<file path="src/rtl/reg_bus_arbiter.sv">
// reg_bus_arbiter: shares one register-bus slave between C_NUM_REQ requesters.
// Round-robin grant, one transaction in flight, registered slave-side outputs.
// Optional feature macro: REG_ARB_TIMEOUT_EN (slave ack timeout with s_err pulse).
//
// Handshake: every *_req is a level held by the initiator until the matching
// *_ack pulse (one cycle) is seen; the responder may ack in the first cycle
// the req is visible. Address/data/be must stay stable while req is high.
module reg_bus_arbiter #(
    parameter int C_NUM_REQ    = 2,
    parameter int C_ADDR_WIDTH = 12,
    parameter int C_DATA_WIDTH = 32,
    parameter int C_TIMEOUT    = 256
) (
    input  logic                                    aclk,
    input  logic                                    areset,
    input  logic [C_NUM_REQ*(C_ADDR_WIDTH-2)-1:0]   s_wr_addr,
    input  logic [C_NUM_REQ-1:0]                    s_wr_req,
    input  logic [C_NUM_REQ*4-1:0]                  s_wr_be,
    input  logic [C_NUM_REQ*C_DATA_WIDTH-1:0]       s_wr_data,
    output logic [C_NUM_REQ-1:0]                    s_wr_ack,
    input  logic [C_NUM_REQ*(C_ADDR_WIDTH-2)-1:0]   s_rd_addr,
    input  logic [C_NUM_REQ-1:0]                    s_rd_req,
    output logic [C_DATA_WIDTH-1:0]                 s_rd_data,
    output logic [C_NUM_REQ-1:0]                    s_rd_ack,
    output logic [C_NUM_REQ-1:0]                    s_err,
    output logic [C_ADDR_WIDTH-3:0]                 m_wr_addr,
    output logic                                    m_wr_req,
    output logic [3:0]                              m_wr_be,
    output logic [C_DATA_WIDTH-1:0]                 m_wr_data,
    input  logic                                    m_wr_ack,
    output logic [C_ADDR_WIDTH-3:0]                 m_rd_addr,
    output logic                                    m_rd_req,
    input  logic [C_DATA_WIDTH-1:0]                 m_rd_data,
    input  logic                                    m_rd_ack,
    output logic                                    busy,
    output logic [1:0]                              dbg_state
);

    localparam int N  = C_NUM_REQ;
    localparam int AW = C_ADDR_WIDTH - 2;
    localparam int DW = C_DATA_WIDTH;
    localparam int IW = (N > 2) ? 2 : 1;

    // Elaboration-time guard on the supported parameter ranges.
    if (C_NUM_REQ < 2 || C_NUM_REQ > 4 || (C_DATA_WIDTH != 32 && C_DATA_WIDTH != 64) ||
        C_TIMEOUT < 2 || C_TIMEOUT > 65535) begin : g_bad_param
        $error("reg_bus_arbiter: parameter out of range");
    end

    typedef enum logic [1:0] {
        ST_IDLE = 2'd0,
        ST_WR   = 2'd1,
        ST_RD   = 2'd2,
        ST_DONE = 2'd3
    } state_t;

    state_t          state_q, state_d;
    logic [IW-1:0]   rr_q, rr_d;
    logic [IW-1:0]   gnt_q, gnt_d;
    logic [N-1:0]    last_wr_q, last_wr_d;   // 1 = last op of requester was a write
    logic [AW-1:0]   m_wr_addr_q, m_wr_addr_d;
    logic            m_wr_req_q, m_wr_req_d;
    logic [3:0]      m_wr_be_q, m_wr_be_d;
    logic [DW-1:0]   m_wr_data_q, m_wr_data_d;
    logic [AW-1:0]   m_rd_addr_q, m_rd_addr_d;
    logic            m_rd_req_q, m_rd_req_d;
    logic [N-1:0]    s_wr_ack_q, s_wr_ack_d;
    logic [N-1:0]    s_rd_ack_q, s_rd_ack_d;
    logic [DW-1:0]   s_rd_data_q, s_rd_data_d;

`ifdef REG_ARB_TIMEOUT_EN
    logic [15:0]     cnt_q, cnt_d;
    logic [N-1:0]    s_err_q, s_err_d;
    logic            tmo_hit;
    // Counter shows C_TIMEOUT-1 in the last waiting cycle; expiry takes effect at that edge.
    assign tmo_hit = (cnt_q == 16'(C_TIMEOUT - 1));
`endif

    // Per-requester views of the flattened request buses.
    logic [AW-1:0]   wr_addr_a [N];
    logic [3:0]      wr_be_a   [N];
    logic [DW-1:0]   wr_data_a [N];
    logic [AW-1:0]   rd_addr_a [N];

    for (genvar i = 0; i < N; i++) begin : g_unpack
        assign wr_addr_a[i] = s_wr_addr[i*AW +: AW];
        assign wr_be_a[i]   = s_wr_be[i*4 +: 4];
        assign wr_data_a[i] = s_wr_data[i*DW +: DW];
        assign rd_addr_a[i] = s_rd_addr[i*AW +: AW];
    end

    logic [N-1:0]    cand;
    logic            gnt_vld;
    logic [IW-1:0]   gnt_idx;
    logic [IW-1:0]   rr_nxt;
    logic            gnt_is_wr;

    // Round-robin pick: first requester with any pending op at or after rr_q.
    always_comb begin : arb
        logic [IW:0] sum;
        sum     = '0;
        cand    = s_wr_req | s_rd_req;
        gnt_vld = 1'b0;
        gnt_idx = '0;
        for (int off = 0; off < N; off++) begin
            sum = {1'b0, rr_q} + (IW+1)'(off);
            if (sum >= (IW+1)'(N)) begin
                sum = sum - (IW+1)'(N);
            end
            if (!gnt_vld && cand[sum[IW-1:0]]) begin
                gnt_vld = 1'b1;
                gnt_idx = sum[IW-1:0];
            end
        end
        sum = {1'b0, gnt_idx} + (IW+1)'(1);
        if (sum >= (IW+1)'(N)) begin
            sum = '0;
        end
        rr_nxt = sum[IW-1:0];
        // With both ops pending, alternate against the requester's previous op.
        gnt_is_wr = s_wr_req[gnt_idx] & (~s_rd_req[gnt_idx] | ~last_wr_q[gnt_idx]);
    end

    // Next-state and output-register logic of the transaction FSM.
    always_comb begin
        state_d     = state_q;
        rr_d        = rr_q;
        gnt_d       = gnt_q;
        last_wr_d   = last_wr_q;
        m_wr_addr_d = m_wr_addr_q;
        m_wr_req_d  = m_wr_req_q;
        m_wr_be_d   = m_wr_be_q;
        m_wr_data_d = m_wr_data_q;
        m_rd_addr_d = m_rd_addr_q;
        m_rd_req_d  = m_rd_req_q;
        s_wr_ack_d  = '0;
        s_rd_ack_d  = '0;
        s_rd_data_d = s_rd_data_q;
`ifdef REG_ARB_TIMEOUT_EN
        cnt_d       = cnt_q;
        s_err_d     = '0;
`endif
        case (state_q)
            ST_IDLE: begin
                if (gnt_vld) begin
                    gnt_d = gnt_idx;
                    rr_d  = rr_nxt;
`ifdef REG_ARB_TIMEOUT_EN
                    cnt_d = '0;
`endif
                    if (gnt_is_wr) begin
                        state_d            = ST_WR;
                        m_wr_req_d         = 1'b1;
                        m_wr_addr_d        = wr_addr_a[gnt_idx];
                        m_wr_be_d          = wr_be_a[gnt_idx];
                        m_wr_data_d        = wr_data_a[gnt_idx];
                        last_wr_d[gnt_idx] = 1'b1;
                    end else begin
                        state_d            = ST_RD;
                        m_rd_req_d         = 1'b1;
                        m_rd_addr_d        = rd_addr_a[gnt_idx];
                        last_wr_d[gnt_idx] = 1'b0;
                    end
                end
            end
            ST_WR: begin
`ifdef REG_ARB_TIMEOUT_EN
                cnt_d = cnt_q + 16'd1;
`endif
                if (m_wr_ack) begin
                    m_wr_req_d        = 1'b0;
                    s_wr_ack_d[gnt_q] = 1'b1;
                    state_d           = ST_DONE;
                end
`ifdef REG_ARB_TIMEOUT_EN
                else if (tmo_hit) begin
                    m_wr_req_d        = 1'b0;
                    s_wr_ack_d[gnt_q] = 1'b1;
                    s_err_d[gnt_q]    = 1'b1;
                    state_d           = ST_DONE;
                end
`endif
            end
            ST_RD: begin
`ifdef REG_ARB_TIMEOUT_EN
                cnt_d = cnt_q + 16'd1;
`endif
                if (m_rd_ack) begin
                    m_rd_req_d        = 1'b0;
                    s_rd_ack_d[gnt_q] = 1'b1;
                    s_rd_data_d       = m_rd_data;
                    state_d           = ST_DONE;
                end
`ifdef REG_ARB_TIMEOUT_EN
                else if (tmo_hit) begin
                    // A timed-out read returns zero rather than stale data.
                    m_rd_req_d        = 1'b0;
                    s_rd_ack_d[gnt_q] = 1'b1;
                    s_err_d[gnt_q]    = 1'b1;
                    s_rd_data_d       = '0;
                    state_d           = ST_DONE;
                end
`endif
            end
            ST_DONE: begin
                // Ack pulse cycle; the granted req is still high, so no arbitration here.
                state_d = ST_IDLE;
            end
            default: begin
                state_d = ST_IDLE;
            end
        endcase
    end

    // State and output registers; reset abandons any transaction without an ack.
    always_ff @(posedge aclk or posedge areset) begin
        if (areset) begin
            state_q     <= ST_IDLE;
            rr_q        <= '0;
            gnt_q       <= '0;
            last_wr_q   <= '0;
            m_wr_addr_q <= '0;
            m_wr_req_q  <= 1'b0;
            m_wr_be_q   <= '0;
            m_wr_data_q <= '0;
            m_rd_addr_q <= '0;
            m_rd_req_q  <= 1'b0;
            s_wr_ack_q  <= '0;
            s_rd_ack_q  <= '0;
            s_rd_data_q <= '0;
`ifdef REG_ARB_TIMEOUT_EN
            cnt_q       <= '0;
            s_err_q     <= '0;
`endif
        end else begin
            state_q     <= state_d;
            rr_q        <= rr_d;
            gnt_q       <= gnt_d;
            last_wr_q   <= last_wr_d;
            m_wr_addr_q <= m_wr_addr_d;
            m_wr_req_q  <= m_wr_req_d;
            m_wr_be_q   <= m_wr_be_d;
            m_wr_data_q <= m_wr_data_d;
            m_rd_addr_q <= m_rd_addr_d;
            m_rd_req_q  <= m_rd_req_d;
            s_wr_ack_q  <= s_wr_ack_d;
            s_rd_ack_q  <= s_rd_ack_d;
            s_rd_data_q <= s_rd_data_d;
`ifdef REG_ARB_TIMEOUT_EN
            cnt_q       <= cnt_d;
            s_err_q     <= s_err_d;
`endif
        end
    end

    assign m_wr_addr = m_wr_addr_q;
    assign m_wr_req  = m_wr_req_q;
    assign m_wr_be   = m_wr_be_q;
    assign m_wr_data = m_wr_data_q;
    assign m_rd_addr = m_rd_addr_q;
    assign m_rd_req  = m_rd_req_q;
    assign s_wr_ack  = s_wr_ack_q;
    assign s_rd_ack  = s_rd_ack_q;
    assign s_rd_data = s_rd_data_q;
    assign busy      = (state_q != ST_IDLE);
    assign dbg_state = state_q;
`ifdef REG_ARB_TIMEOUT_EN
    assign s_err     = s_err_q;
`else
    assign s_err     = '0;
`endif

endmodule

</file>
<file path="config.mk">
export PLATFORM = sky130hd
export DESIGN_NAME = reg_bus_arbiter
export DESIGN_NICKNAME = d
export VERILOG_FILES = /design/src/rtl/reg_bus_arbiter.sv
export SDC_FILE = /design/constraint.sdc
export NUM_CORES = 1
export LEC_CHECK = 0
export BUFFER_PORTS_ARGS = -buffer_cell sky130_fd_sc_hd__buf_4
export CAP_MARGIN = 0
export CELL_PAD_IN_SITES_DETAIL_PLACEMENT = 2
export CELL_PAD_IN_SITES_GLOBAL_PLACEMENT = 2
export CORE_MARGIN = 2
export CORE_UTILIZATION = 29
export CTS_BUF_LIST = sky130_fd_sc_hd__clkbuf_4 sky130_fd_sc_hd__clkbuf_8
export CTS_CLUSTER_SIZE = 24
export DETAILED_ROUTE_END_ITERATION = 8
export PLACE_DENSITY_LB_ADDON = 0.1
export SLEW_MARGIN = 30
export SYNTH_ARGS = -nofsm -noshare
export SYNTH_HDL_FRONTEND = slang
export SYNTH_SLANG_ARGS = --single-unit
</file>
<file path="constraint.sdc">
create_clock -name aclk -period 3.74 [get_ports aclk]
set_clock_uncertainty 0.05 [all_clocks]
set_input_delay 0.187 -clock aclk [delete_from_list [all_inputs] [get_ports aclk]]
set_output_delay 0.187 -clock aclk [all_outputs]
set_load 0.02 [all_outputs]
</file>
Word level (Yosys, flattened, before mapping)
Index checks and enable logic that the tools add are counted.
W data, S select, Z words.
{"block": "word_totals", "memories": 0, "latch_bits": 0, "ram_bits": 0, "wordCells": 111, "reg_bits": 100, "output_inout_bits": 99, "romBits": 0}
{"block": "op_classes", "div": 0, "muxes": 51, "reduce_logical": 15, "eq_ne": 8, "n_lt_le_gt_ge": 10, "mul": 0, "n_addsub": 4, "bitwise_logic": 10, "n_shift": 0}
{"op": "$mux W32", "n": 3}
{"op": "$mux W10", "n": 6}
{"op": "$mux W1", "n": 25}
{"op": "$mux W2", "n": 9}
{"op": "$mux W4", "n": 3}
{"op": "$ne A2 B2 Y1 const B", "n": 5}
{"op": "$reduce_and A3 Y1", "n": 3}
{"op": "$lt A1 B2 Y1 const B", "n": 4}
{"op": "$pmux W2 S4", "n": 1}
{"op": "$reduce_and A4 Y1", "n": 2}
{"op": "$ge A2 B2 Y1 const B", "n": 3}
{"op": "$reduce_bool A2 Y1", "n": 3}
{"op": "$add A1 B1 Y2 const B", "n": 2}
{"op": "$eq A2 B2 Y1 const B", "n": 2}
{"op": "$or A2 B2 Y2", "n": 2}
{"op": "$pmux W1 S2", "n": 2}
{"op": "$reduce_and A2 Y1", "n": 2}
{"op": "$logic_and A1 B1 Y1", "n": 3}
{"op": "$not A1 Y1", "n": 3}
{"op": "$and A2 B2 Y2", "n": 1}
{"op": "$demux W1 S1", "n": 2}
{"op": "$eq A2 B1 Y1 const B", "n": 1}
{"op": "$ge A1 B1 Y1 const B", "n": 2}
{"op": "$ge A1 B2 Y1 const B", "n": 1}
{"op": "other kinds (7)", "n": 8}

Logic depth before layout (Yosys ltp)
{"block": "logic_depth", "word_depth": 16, "ltp_mapped": 7}

Worst setup path after synthesis
No wires, ideal clock.
{"block": "synth_path", "path_type": "register to register", "startpoint": "register state_q[1] (netlist: dbg_state[1])", "endpoint": "register m_rd_addr_q[0] (netlist: m_rd_addr[0])", "n_path_buf": 1, "path_stages_with_launch": 7, "arrival_time_ns": 1.824, "setup_slack_ns": 1.741, "path_cell_list": "dfrtp_1 > inv_1 > ha_1 > clkbuf_1 > nand2b_1 > a21oi_2 > mux2_2"}
{"block": "synth_between", "elab_chain_cells": 2}
{"item": "from (decl)", "line_no": "57", "rtl": "state_t state_q, state_d;"}
{"item": "from (signal assigned)", "line_no": "236", "rtl": "state_q <= state_d;"}
{"item": "$logic_not A2 Y1", "line_no": "143", "rtl": "case (state_q)"}
{"item": "$reduce_and A3 Y1 (no source line)"}
{"item": "to (signal assigned)", "line_no": "244", "rtl": "m_rd_addr_q <= m_rd_addr_d;"}
{"item": "to (decl)", "line_no": "65", "rtl": "logic [AW-1:0] m_rd_addr_q, m_rd_addr_d;"}
No other way between the ends.
A chain may end at the register's enable or synchronous reset.

Worst setup path in the final report
{"block": "layout_path", "startpoint": "register state_q[1] (netlist: dbg_state[1])", "endpoint": "register m_wr_data_q[29] (netlist: m_wr_data[29])"}
{"block": "layout_between", "elab_chain_cells": 2}
{"item": "$logic_not A2 Y1", "line_no": "143"}
{"item": "$reduce_and A3 Y1 (no source line)"}
{"item": "to (signal assigned)", "line_no": "243", "rtl": "m_wr_data_q <= m_wr_data_d;"}
{"item": "to (decl)", "line_no": "64", "rtl": "logic [DW-1:0] m_wr_data_q, m_wr_data_d;"}
No other way between the ends.

==> results.toml <==
[status]
status = "finished, final reports clean"

[timing]
fin_crit_sh_pct = 62.2
rsz0062_at_grt = "false"
setup_tns_ns = 0
layout_min_cycle_time_ns = 2.32
hold_viol = 0
setup_violations = 0
slew_violations = 0
tightestPinTransition_ns = 0.839
slew_headroom_pct = 44.0
clock.fmax_mhz = 430
holdWs_ns = 0.0350

[die]
io_pins = 251
coreArea_mm2 = 0.0158
start_util_pct = 29.5
die_x_um = 131
std_cell_rows = 46
die_y_um = 131
die_area_mm2 = 0.0171

[worst_setup_path]
worst_setup_path_end_kind = "register"
r2r_end = "m_wr_data[29]$_DFFE_PP0P_"
arrival_ns = 2.54
critPathKind = "reg2reg"
reg2regPathDepth = 4
r2r_start = "dbg_state[1]$_DFFE_PP0P_"
r2r_setup_slack_ns = 1.42
crit_fanout = 47
cp-start-kind = "register"
crit_path_start = "dbg_state[1]$_DFFE_PP0P_"
worstPathRequired_ns = 3.95

[clock_tree]
post-cts-setup-buffers = 0
cts_max_level = 3
clock_path_buffers = 2
cts.sinks = 100
clock_latency_ns = 0.38
cts_tree = "done"
post_cts_resized = 0
cts-root-buf = "clkbuf_8"
cts-buffers-inserted = 9
cts.reportedPaths.clkPinSlew_ns = 0.10
hold_buffers = 34

[drt]
routed_wl_um = 15100
vias_per_cell = 4.42
antenna_left = 0
via_count = 3595
initialDrtViolationCount = 68
wl_per_cell_um = 18.6
drtPass1Iterations = 4
drc = 0

[logic_synthesis]
synth_flop_cell = "dfrtp_1"
ys_ff_latch = 100
avgSynthCellArea_um2 = 14.9
ys_warn_count = 0
yosysUniqueCellTypes = 33
synth-edff-count = 0
ys_seq_area_share_pct = 53.7
syn_area_mm2 = 0.00466
synth_cells = 313
async_flop_share_pct = 100

[job]
cap_violations = 0

[power]
power.leakage_nw = 3.48
irDropWorstVdd_mv = 0.299
cellPowerDensity_mw_per_mm2 = 814

[grt]
grt_pass1_vias = 4014
use_met2_pct = 32.0
antenna_found_initial = 0
grt-busiest-layer = "met2"
grt-ovfl-total = 0
grt_first_pass_wirelength_um = 22300
grt_use_met3_pct = 4.60
grt_max_degree = 53
grt_use_total_pct = 17.5
use_met1_pct = 19.5

[worst_hold_path]
hp-class = "in2reg"
hold_path_end = "s_wr_ack[1]$_DFF_PP0_"
min_from = "m_wr_ack"
holdPathStages = 2

[final_layout]
nets = 748
antennaDiodeCount = 0
finish.utilization_pct = 46.2
drive_above_1_share_pct = 69.6
syn2layout_area_growth_pct = 56.5
fill_cells = 1657

[place]
io_buffers = 248
dp_hpwl_um = 11100
place_congestion = 0.731
==> final cells by class <==
| cell class | count | area [µm²] | share of cell area [%] |
|---|---|---|---|
| multi-input cells | 190 | 2020 | 27.8 |
| clock buffers | 10 | 138 | 1.89 |
| repair buffers | 286 | 2240 | 30.8 |
| clock inverters | 6 | 87.6 | 1.20 |
| flip-flops and latches | 100 | 2500 | 34.3 |
| inverters | 6 | 25.0 | 0.343 |
| well taps | 216 | 270 | 3.71 |
==> cell usage in the layout (no fill, tap or decap), drive strengths merged <==
master / Yosys / final
buf: 14 / 252
mux2: 144 / 144
dfrtp: 100 / 100
dlygate4sd3: 0 / 34
clkbuf: 4 / 10
nand2: 9 / 9
inv: 6 / 6
o21ai: 4 / 4
and3: 4 / 4
nor2: 3 / 3
ha: 3 / 3
clkinvlp: 0 / 3
nand2b: 2 / 2
nand3: 2 / 2
a31oi: 2 / 2
conb: 1 / 2
bufinv: 0 / 2
and2: 2 / 2
a21oi: 2 / 2
o21bai: 1 / 1
or2: 1 / 1
a22o: 1 / 1
o31ai: 1 / 1
a41oi: 1 / 1
nor4: 1 / 1
a222oi: 1 / 1
o22ai: 1 / 1
a21o: 1 / 1
a2111oi: 1 / 1
a221o: 1 / 1
clkinv: 0 / 1
==> cells by family after synthesis <==
| kind of cell | count (synthesis) | share of synthesized area (%) |
|---|---|---|
| mux | 144 | 37.1 |
| flops | 100 | 53.7 |
| buf+inv | 24 | 2.95 |
| simple gates | 24 | 2.63 |
| compound gates | 17 | 2.69 |
| fa+ha+maj | 3 | 0.806 |
| other cells | 1 | 0.0805 |
==> critical path, cell delays in order (launching register included) <==
cell and delay, ns:
dfrtp_1 0.42, inv_1 0.12, ha_1 0.35, and3_4 0.81, mux2_2 0.42
==> synth_stat cells (3+ instances only) <==
cell | count | area (µm²)
dfrtp_1 | 100 | 2500
nand2_1 | 9 | 33.8
mux2_4 | 29 | 435
buf_6 | 4 | 45.0
and3_1 | 3 | 18.8
ha_1 | 3 | 37.5
nor2_1 | 3 | 11.3
buf_2 | 8 | 40.0
inv_1 | 6 | 22.5
mux2_2 | 114 | 1280
o21ai_0 | 4 | 20.0
clkbuf_1 | 4 | 15.0
==> power by group <==
part           internal, W  total, W  switching (W)
combinational      0.00166   0.00320        0.00154
clock             0.000394  0.000791       0.000397
sequential         0.00163   0.00195       0.000319
total              0.00368   0.00594        0.00226
==> state kept, by name (all words and copies together), names as in the netlist, named ones only <==
name,cells
m_wr_data,32
s_rd_data,32
m_rd_addr,10
m_wr_addr,10
m_wr_be,4
dbg_state,2
s_rd_ack,2
s_wr_ack,2
gnt_q,1
m_rd_req,1
m_wr_req,1
rr_q,1
==> how the worst max path moves through the flow <==
stage | end
after floorplan | asynchronous set/reset pin
after global placement | m_wr_data[21]$_DFFE_PP0P_
after detailed placement | m_rd_addr[6]$_DFFE_PP0P_
after CTS | m_wr_data[29]$_DFFE_PP0P_
after global routing | m_wr_data[29]$_DFFE_PP0P_
final | m_wr_data[29]$_DFFE_PP0P_
==> per-layer routing <==
| layer | share of wire [%] | vias to the layer above | routed length [µm] |
|---|---|---|---|
| li1 | - | 1676 | - |
| met1 | 37 | 1768 | 5600 |
| met2 | 54 | 136 | 8170 |
| met3 | 7.0 | 15 | 1060 |
| met4 | 1.9 | 0 | 281 |
| met5 | 0 | - | 0 |
==> stage by stage <==
step	instances	setup WS, ns	cell area (µm²)	power (W)
CTS	814	1.39	7290	0.00603
global route	814	1.29	7290	0.00630
floorplan	314	0.884	4660	0.00386
global placement	764	1.45	6730	0.00507
finish	814	1.42	7290	0.00594
detailed placement	764	1.39	6730	0.00518
(Power assumes the default switching activity.)
